===== config.mk =====
export PLATFORM = sky130hd
export DESIGN_NAME = entropy_hazard_ctrl_flat
export DESIGN_NICKNAME = d
export VERILOG_FILES = /design/src/rtl/entropy_hazard_ctrl_if.sv /design/src/rtl/entropy_hazard_ctrl.sv /design/src/flat_wrapper.sv
export SDC_FILE = /design/constraint.sdc
export NUM_CORES = 1
export LEC_CHECK = 0
export CORE_UTILIZATION = 49
export CTS_CLUSTER_SIZE = 8
export DETAILED_ROUTE_END_ITERATION = 10
export GPL_TIMING_DRIVEN = 0
export HOLD_SLACK_MARGIN = 0.12
export PLACE_DENSITY = 0.83
export SYNTH_ARGS = -nofsm -noshare
export SYNTH_HDL_FRONTEND = slang
export SYNTH_SLANG_ARGS = --single-unit

===== constraint.sdc =====
create_clock -name clk -period 2.7 [get_ports clk]
set_clock_uncertainty 0.15 [all_clocks]
set_input_delay 0.27 -clock clk [delete_from_list [all_inputs] [get_ports clk]]
set_output_delay 0.27 -clock clk [all_outputs]
set_load 0.02 [all_outputs]

===== src/rtl/entropy_hazard_ctrl_if.sv =====
// Bus bundle for entropy_hazard_ctrl: entropy/threshold/control inputs, FSM
// status outputs and the transition-log read port.
interface entropy_hazard_ctrl_if #(
   parameter int NUM_CH = 4,
   parameter int EW     = 16
);
   localparam int CHW = (NUM_CH > 1) ? $clog2(NUM_CH) : 1;

   logic [NUM_CH*EW-1:0] entropy_in;
   logic [NUM_CH-1:0]    ch_valid;
   logic [EW-1:0]        stall_thresh;
   logic [EW-1:0]        flush_thresh;
   logic [1:0]           ml_action;
   logic [2:0]           instr_type;
   logic                 flush_override;
   logic                 lock_override;
   logic                 lock_clear;
   logic                 log_rd_en;

   logic [1:0]           fsm_state;
   logic                 stall_out;
   logic                 flush_out;
   logic                 lock_out;
   logic [CHW-1:0]       max_ch;
   logic [EW+4:0]        log_data;
   logic                 log_valid;
   logic                 log_overflow;

   modport master (
      output entropy_in, ch_valid, stall_thresh, flush_thresh, ml_action,
             instr_type, flush_override, lock_override, lock_clear, log_rd_en,
      input  fsm_state, stall_out, flush_out, lock_out, max_ch,
             log_data, log_valid, log_overflow
   );

   modport slave (
      input  entropy_in, ch_valid, stall_thresh, flush_thresh, ml_action,
             instr_type, flush_override, lock_override, lock_clear, log_rd_en,
      output fsm_state, stall_out, flush_out, lock_out, max_ch,
             log_data, log_valid, log_overflow
   );
endinterface


===== src/rtl/entropy_hazard_ctrl.sv =====
// Entropy-driven hazard controller: 2-stage NORMAL/STALL/FLUSH/LOCK FSM with
// an optional show-ahead transition log, built only when ENTROPY_LOG_EN is defined.
module entropy_hazard_ctrl #(
   parameter int NUM_CH      = 4,
   parameter int EW          = 16,
   parameter int HOLD_CYCLES = 4,
   parameter int LOG_DEPTH   = 8
) (
   input  logic                 clk,
   input  logic                 rst,
   entropy_hazard_ctrl_if.slave bus
);
   localparam int CHW = (NUM_CH > 1) ? $clog2(NUM_CH) : 1;
   localparam logic [7:0] HOLD_LIM = 8'(HOLD_CYCLES);

   typedef enum logic [1:0] {
      NORMAL = 2'b00,
      STALL  = 2'b01,
      FLUSH  = 2'b10,
      LOCK   = 2'b11
   } state_t;

   logic [EW-1:0]  max_d, max_q, stall_th_q, flush_th_q;
   logic [CHW-1:0] max_idx_d, max_ch_q;
   logic           found;
   logic [1:0]     ml_q;
   logic [2:0]     instr_q;
   logic           flush_ov_q, lock_ov_q, clr_q;

   // Strict '>' keeps the lowest index on ties.
   always_comb begin
      max_d     = '0;
      max_idx_d = '0;
      found     = 1'b0;
      for (int unsigned c = 0; c < NUM_CH; c++) begin
         if (bus.ch_valid[c] && (!found || bus.entropy_in[c*EW +: EW] > max_d)) begin
            max_d     = bus.entropy_in[c*EW +: EW];
            max_idx_d = CHW'(c);
            found     = 1'b1;
         end
      end
   end

   always_ff @(posedge clk or posedge rst) begin
      if (rst) begin
         max_q      <= '0;
         max_ch_q   <= '0;
         stall_th_q <= '0;
         flush_th_q <= '0;
         ml_q       <= '0;
         instr_q    <= '0;
         flush_ov_q <= 1'b0;
         lock_ov_q  <= 1'b0;
         clr_q      <= 1'b0;
      end else begin
         max_q      <= max_d;
         max_ch_q   <= max_idx_d;
         stall_th_q <= bus.stall_thresh;
         flush_th_q <= bus.flush_thresh;
         ml_q       <= bus.ml_action;
         instr_q    <= bus.instr_type;
         flush_ov_q <= bus.flush_override;
         lock_ov_q  <= bus.lock_override;
         clr_q      <= bus.lock_clear;
      end
   end

   logic lock_c, flush_c, stall_c;
   assign lock_c  = lock_ov_q || (ml_q == 2'b11);
   assign flush_c = flush_ov_q || (max_q >= flush_th_q) || (ml_q == 2'b10);
   assign stall_c = (max_q >= stall_th_q) || (ml_q == 2'b01);

   state_t     state, state_nxt;
   logic [7:0] hold_cnt, cnt_nxt, cnt_inc;
   logic       stall_q, flush_q, lock_q;

   // FLUSH always falls through STALL, which is what makes back-to-back flush
   // conditions alternate FLUSH/STALL and forces hysteresis after every flush.
   always_comb begin
      state_nxt = state;
      cnt_nxt   = '0;
      cnt_inc   = hold_cnt + 8'd1;
      unique case (state)
         NORMAL: begin
            if (lock_c)       state_nxt = LOCK;
            else if (flush_c) state_nxt = FLUSH;
            else if (stall_c) state_nxt = STALL;
         end
         STALL: begin
            if (lock_c)                 state_nxt = LOCK;
            else if (flush_c)           state_nxt = FLUSH;
            else if (stall_c)           cnt_nxt   = '0;
            else if (cnt_inc == HOLD_LIM) state_nxt = NORMAL;
            else                        cnt_nxt   = cnt_inc;
         end
         FLUSH: begin
            state_nxt = lock_c ? LOCK : STALL;
         end
         LOCK: begin
            if (!lock_c && clr_q) state_nxt = NORMAL;
         end
      endcase
   end

   always_ff @(posedge clk or posedge rst) begin
      if (rst) begin
         state    <= NORMAL;
         hold_cnt <= '0;
         stall_q  <= 1'b0;
         flush_q  <= 1'b0;
         lock_q   <= 1'b0;
      end else begin
         state    <= state_nxt;
         hold_cnt <= cnt_nxt;
         stall_q  <= (state_nxt == STALL) || (state_nxt == LOCK);
         flush_q  <= (state_nxt == FLUSH);
         lock_q   <= (state_nxt == LOCK);
      end
   end

   assign bus.fsm_state = state;
   assign bus.stall_out = stall_q;
   assign bus.flush_out = flush_q;
   assign bus.lock_out  = lock_q;
   assign bus.max_ch    = max_ch_q;

`ifdef ENTROPY_LOG_EN
   localparam int AW = $clog2(LOG_DEPTH);

   logic [EW+4:0] mem [LOG_DEPTH];
   logic [AW-1:0] wr_ptr, rd_ptr;
   logic [AW:0]   count;
   logic          ovf_q, push, full, empty, do_pop, do_push;

   assign push    = (state_nxt != state);
   assign full    = (count == (AW+1)'(LOG_DEPTH));
   assign empty   = (count == '0);
   assign do_pop  = bus.log_rd_en && !empty;
   assign do_push = push && (!full || do_pop);

   always_ff @(posedge clk or posedge rst) begin
      if (rst) begin
         wr_ptr <= '0;
         rd_ptr <= '0;
         count  <= '0;
         ovf_q  <= 1'b0;
      end else begin
         if (do_push) wr_ptr <= wr_ptr + 1'b1;
         if (do_pop)  rd_ptr <= rd_ptr + 1'b1;
         if (do_push && !do_pop)      count <= count + 1'b1;
         else if (do_pop && !do_push) count <= count - 1'b1;
         if (push && !do_push) ovf_q <= 1'b1;
      end
   end

   always_ff @(posedge clk) begin
      if (do_push) mem[wr_ptr] <= {state_nxt, max_q, instr_q};
   end

   assign bus.log_data     = empty ? '0 : mem[rd_ptr];
   assign bus.log_valid    = !empty;
   assign bus.log_overflow = ovf_q;
`else
   logic unused_log;
   assign unused_log       = &{1'b0, bus.log_rd_en, instr_q};
   assign bus.log_data     = '0;
   assign bus.log_valid    = 1'b0;
   assign bus.log_overflow = 1'b0;
`endif
endmodule


===== src/flat_wrapper.sv =====
// flat-port wrapper written by rule: the top's interface ports become plain ports
module entropy_hazard_ctrl_flat 
#(
   parameter int NUM_CH      = 4,
   parameter int EW          = 16,
   parameter int HOLD_CYCLES = 4,
   parameter int LOG_DEPTH   = 8
)
  (clk, rst, bus_entropy_in, bus_ch_valid, bus_stall_thresh, bus_flush_thresh, bus_ml_action, bus_instr_type, bus_flush_override, bus_lock_override, bus_lock_clear, bus_log_rd_en, bus_fsm_state, bus_stall_out, bus_flush_out, bus_lock_out, bus_max_ch, bus_log_data, bus_log_valid, bus_log_overflow);
  entropy_hazard_ctrl_if #(.NUM_CH(NUM_CH), .EW(EW)) bus_i ();
  input  logic clk;
  input  logic rst;
  input wire logic [$bits(bus_i.entropy_in)-1:0] bus_entropy_in;
  input wire logic [$bits(bus_i.ch_valid)-1:0] bus_ch_valid;
  input wire logic [$bits(bus_i.stall_thresh)-1:0] bus_stall_thresh;
  input wire logic [$bits(bus_i.flush_thresh)-1:0] bus_flush_thresh;
  input wire logic [$bits(bus_i.ml_action)-1:0] bus_ml_action;
  input wire logic [$bits(bus_i.instr_type)-1:0] bus_instr_type;
  input wire logic [$bits(bus_i.flush_override)-1:0] bus_flush_override;
  input wire logic [$bits(bus_i.lock_override)-1:0] bus_lock_override;
  input wire logic [$bits(bus_i.lock_clear)-1:0] bus_lock_clear;
  input wire logic [$bits(bus_i.log_rd_en)-1:0] bus_log_rd_en;
  output wire logic [$bits(bus_i.fsm_state)-1:0] bus_fsm_state;
  output wire logic [$bits(bus_i.stall_out)-1:0] bus_stall_out;
  output wire logic [$bits(bus_i.flush_out)-1:0] bus_flush_out;
  output wire logic [$bits(bus_i.lock_out)-1:0] bus_lock_out;
  output wire logic [$bits(bus_i.max_ch)-1:0] bus_max_ch;
  output wire logic [$bits(bus_i.log_data)-1:0] bus_log_data;
  output wire logic [$bits(bus_i.log_valid)-1:0] bus_log_valid;
  output wire logic [$bits(bus_i.log_overflow)-1:0] bus_log_overflow;
  assign bus_i.entropy_in = bus_entropy_in;
  assign bus_i.ch_valid = bus_ch_valid;
  assign bus_i.stall_thresh = bus_stall_thresh;
  assign bus_i.flush_thresh = bus_flush_thresh;
  assign bus_i.ml_action = bus_ml_action;
  assign bus_i.instr_type = bus_instr_type;
  assign bus_i.flush_override = bus_flush_override;
  assign bus_i.lock_override = bus_lock_override;
  assign bus_i.lock_clear = bus_lock_clear;
  assign bus_i.log_rd_en = bus_log_rd_en;
  assign bus_fsm_state = bus_i.fsm_state;
  assign bus_stall_out = bus_i.stall_out;
  assign bus_flush_out = bus_i.flush_out;
  assign bus_lock_out = bus_i.lock_out;
  assign bus_max_ch = bus_i.max_ch;
  assign bus_log_data = bus_i.log_data;
  assign bus_log_valid = bus_i.log_valid;
  assign bus_log_overflow = bus_i.log_overflow;
  entropy_hazard_ctrl #(.NUM_CH(NUM_CH), .EW(EW), .HOLD_CYCLES(HOLD_CYCLES), .LOG_DEPTH(LOG_DEPTH)) u_core (.clk(clk), .rst(rst), .bus(bus_i));
endmodule

==> results by group <==
Critical path
  • CP max-delay cell: or4_4
  • Cell family with most CP delay: simple AND/OR/NAND/NOR gates
  • CP Launch Type: input port
  • Data arrival, critical path: around 6.4 ns
  • Most used cell, CP: buf_6
  • CP bufs+invs: 9
  • Critical Path RT: 2.77 ns
  • Crit end category: flop
  • Worst setup path class: in -> reg
  • Worst-path fanout max: 10
  • Critical path's largest stage delay: between 0.5 and 0.6 ns

Route
  • Starting DRT DRC Count: 329
  • WL final: ~18000 um
  • DR vias/cell: about 5.7
  • Via count: roughly 5000
  • Pre-antenna DRT Iters: 5
  • DRC errors left: 0
  • Post-route ant nets: 0
  • WL per Instance: 19.9 um

Timing
  • RSZ-0062 raised after global routing: yes
  • Slew margin rel.: 47.7%
  • Final WS setup: -3.67 ns
  • Final Cycle Share: 236%
  • Fin crit period: ~6.4 ns
  • Fmax: about 160 MHz
  • Fin. Hold Viols: 0
  • Least-Margin Pin Slew: slightly below 0.8 ns
  • Final Max Slew Viols: 0
  • Final setup vio count: 18

CTS
  • CTS tree: yes
  • Reg clk slew, reported paths: around 0.070 ns
  • H-tree depth: 3
  • CTS Root Cell: clkbuf_8
  • Clk sink count: 67
  • Num CTS Buffers: 9
  • CTS Hold Bufs: 0
  • Worst-Skew Late Latency: between 0.3 and 0.4 ns
  • Clock Path Buffers: 2

Synth
  • Ys Warns: 0
  • Asr flop ratio synth: 100%
  • Largest cells by area after synthesis: dfrtp_1 (34%), ha_1 (20%), inv_1 (5.3%)
  • Sequential area share after synthesis: approximately a third
  • Synth Register Bits: 67
  • Area leader, netlist: dfrtp_1
  • Ys flop type: dfrtp_1
  • Netlist cell types: between 40 and 50
  • Avg Cell Area, Syn: about 9.5 um^2
  • EDFF count, synth: 0
  • Top-area cell type share of the netlist area: about 34%
  • Mapped cell area: roughly 5000 um^2
  • Cells after Synth: roughly 530

Finish
  • Multi-input logic area: ~3600 um^2
  • Antenna cells: 0
  • Fin cells: 883
  • Reg area: 1680 um^2
  • Commonest non-fill, non-tap cell in the layout: buf_4
  • Final Util: just over 80%
  • Share of layout cells above drive strength 1: a little under a third
  • Most frequent cells in the layout: buf_4 (89), clkdlybuf4s50_1 (88), inv_1 (69)
  • Final Cell Area: between 8000 and 9000 um^2
  • Layout area overhead: 60.3%
  • Fin nets: approximately 940
  • Layout filler cell count: 573

Die
  • Core area: approximately 10000 um^2
  • FP Rows: 36
  • Starting Density: approximately 51%
  • Die height: a little over 100 um
  • Die Width: about 100 um
  • Die footprint: 10600 um^2
  • I/O pins: 141

Placed design
  • IO Port Bufs: 113
  • Area post-placement: approximately 6600 um^2
  • Hpwl dp: about 11000 um
  • GP Congestion: ~0.83
  • Place WS: -5.01 ns
  • Placed Cells: between 700 and 800

Global route
  • Total track usage: a little over 30%
  • Total grt overflow: 0
  • Largest net degree at the start of global routing: 37
  • Vias in the first global route: roughly 5300
  • Antenna violations before repair: 0
  • First-pass GRT wire length: between 20000 and 25000 um

Worst hold path
  • Min-delay worst type: in -> async

Pwr
  • Pleak: 3.76 nW
  • Worst ir drop on vdd: ~280 uV
  • Pwr dens: around 460 nW/um^2

Run
  • MaxCap Viol Count: 0

Outcome
  • Violated checks: setup timing
  • Outcome: finished, violations left
==> final cells by class <==
| type | count | share of cell area [%] |
|---|---|---|
| well taps | 133 | 2.08 |
| flip-flops and latches | 67 | 20.9 |
| repair buffers | 191 | 22.3 |
| multi-input cells | 370 | 44.6 |
| clock buffers | 13 | 1.98 |
| clock inverters | 2 | 0.437 |
| plain buffers | 36 | 4.33 |
| inverters | 71 | 3.33 |
==> synth_stat cells, drive strengths merged (5+ instances only) <==
cell type and number:
inv 71, xnor2 5, o31ai 5, nor2b 8, buf 32, clkbuf 7, dfrtp 67, o21ai 14
nand3 8, nor4 11, a221oi 17, a21o 20, nand4 14, nand2 33, and2 5, ha 81
mux2 15, a21oi 28, a211oi 21, nor2 27
==> cells by family (layout without fill, tap and decap cells) <==
kind of cell	after synthesis	count (layout)	share of synthesized area [%]
flops	67	67	33.5
simple gates	118	118	11.8
buf+inv	110	313	10.5
fa+ha+maj	81	81	20.3
mux	16	16	4.18
compound gates	126	126	18.6
other cells	1	23	0.0750
xor+xnor	6	6	1.05
==> worst register-to-register path: stages, from the launching register on <==
cell and delay (ns):
dfrtp_1 0.36, inv_1 0.08, ha_1 0.22, nand2b_1 0.13, a211oi_1 0.26, o221ai_1 0.17, o31ai_2 0.27, a32oi_1 0.17
clkbuf_1 0.24, nor4_1 0.30
==> registers in the layout, summed over array words and instances (netlist names) <==
name                  cells
u_core.max_q             16
u_core.clr_q              1
u_core.bus.fsm_state      2
u_core.bus.flush_out      1
u_core.flush_ov_q         1
u_core.flush_th_q        16
u_core.bus.max_ch         2
u_core.ml_q               2
u_core.lock_ov_q          1
u_core.hold_cnt           8
u_core.stall_th_q        16
u_core.bus.lock_out       1
==> power breakdown <==
part / switching [W] / leakage [nW] / internal [W]
registers: 0.0000579 / 0.796 / 0.00110
logic: 0.000823 / 2.87 / 0.000846
clock network: 0.000357 / 0.0995 / 0.000471
total: 0.00124 / 3.76 / 0.00242
==> per-layer routing <==
layer	global-route usage, %	wire [um]	share of wire [%]	up-vias
met4	18.0	1150	6.5	0
met3	7.86	1190	6.7	114
met2	57.2	9080	52	296
met5	0	0	0	-
li1	-	-	-	2276
met1	29.7	6150	35	2379
==> per-stage QoR <==
step	setup TNS (ns)	hold WS (ns)	power (W)
2_1_floorplan	-59.30	0.151	0.00195
3_3_place_gp	-110.65	0.310	0.00231
3_5_place_dp	-88.56	0.327	0.00238
4_1_cts	-57.22	0.183	0.00344
5_1_grt	-66.28	0.187	0.00384
6_report	-65.42	0.195	0.00365
==> worst paths after layout <==
path                                     from  depth (start not counted)              endpoint  slack [ns]
max                         bus_entropy_in[8]                         28      u_core.max_q[14]       -3.67
min                                       rst                          2  u_core.stall_th_q[5]        0.19
max reg2reg                   u_core.max_q[0]                          9    u_core.hold_cnt[0]        0.23
min reg2reg                u_core.hold_cnt[0]                          1    u_core.hold_cnt[0]        0.34
max in group asynchronous                 rst                          3       u_core.max_q[8]        1.60
min in group clk             bus_ml_action[1]                          1        u_core.ml_q[1]        0.20
==> what timing repair did <==
item,CTS,global route
gates cloned,2,1
setup endpoints to repair,19,25
gates resized for setup,90,53
setup buffers,59,15
pin swaps,46,26
Power figures use the tool's default switching activity.
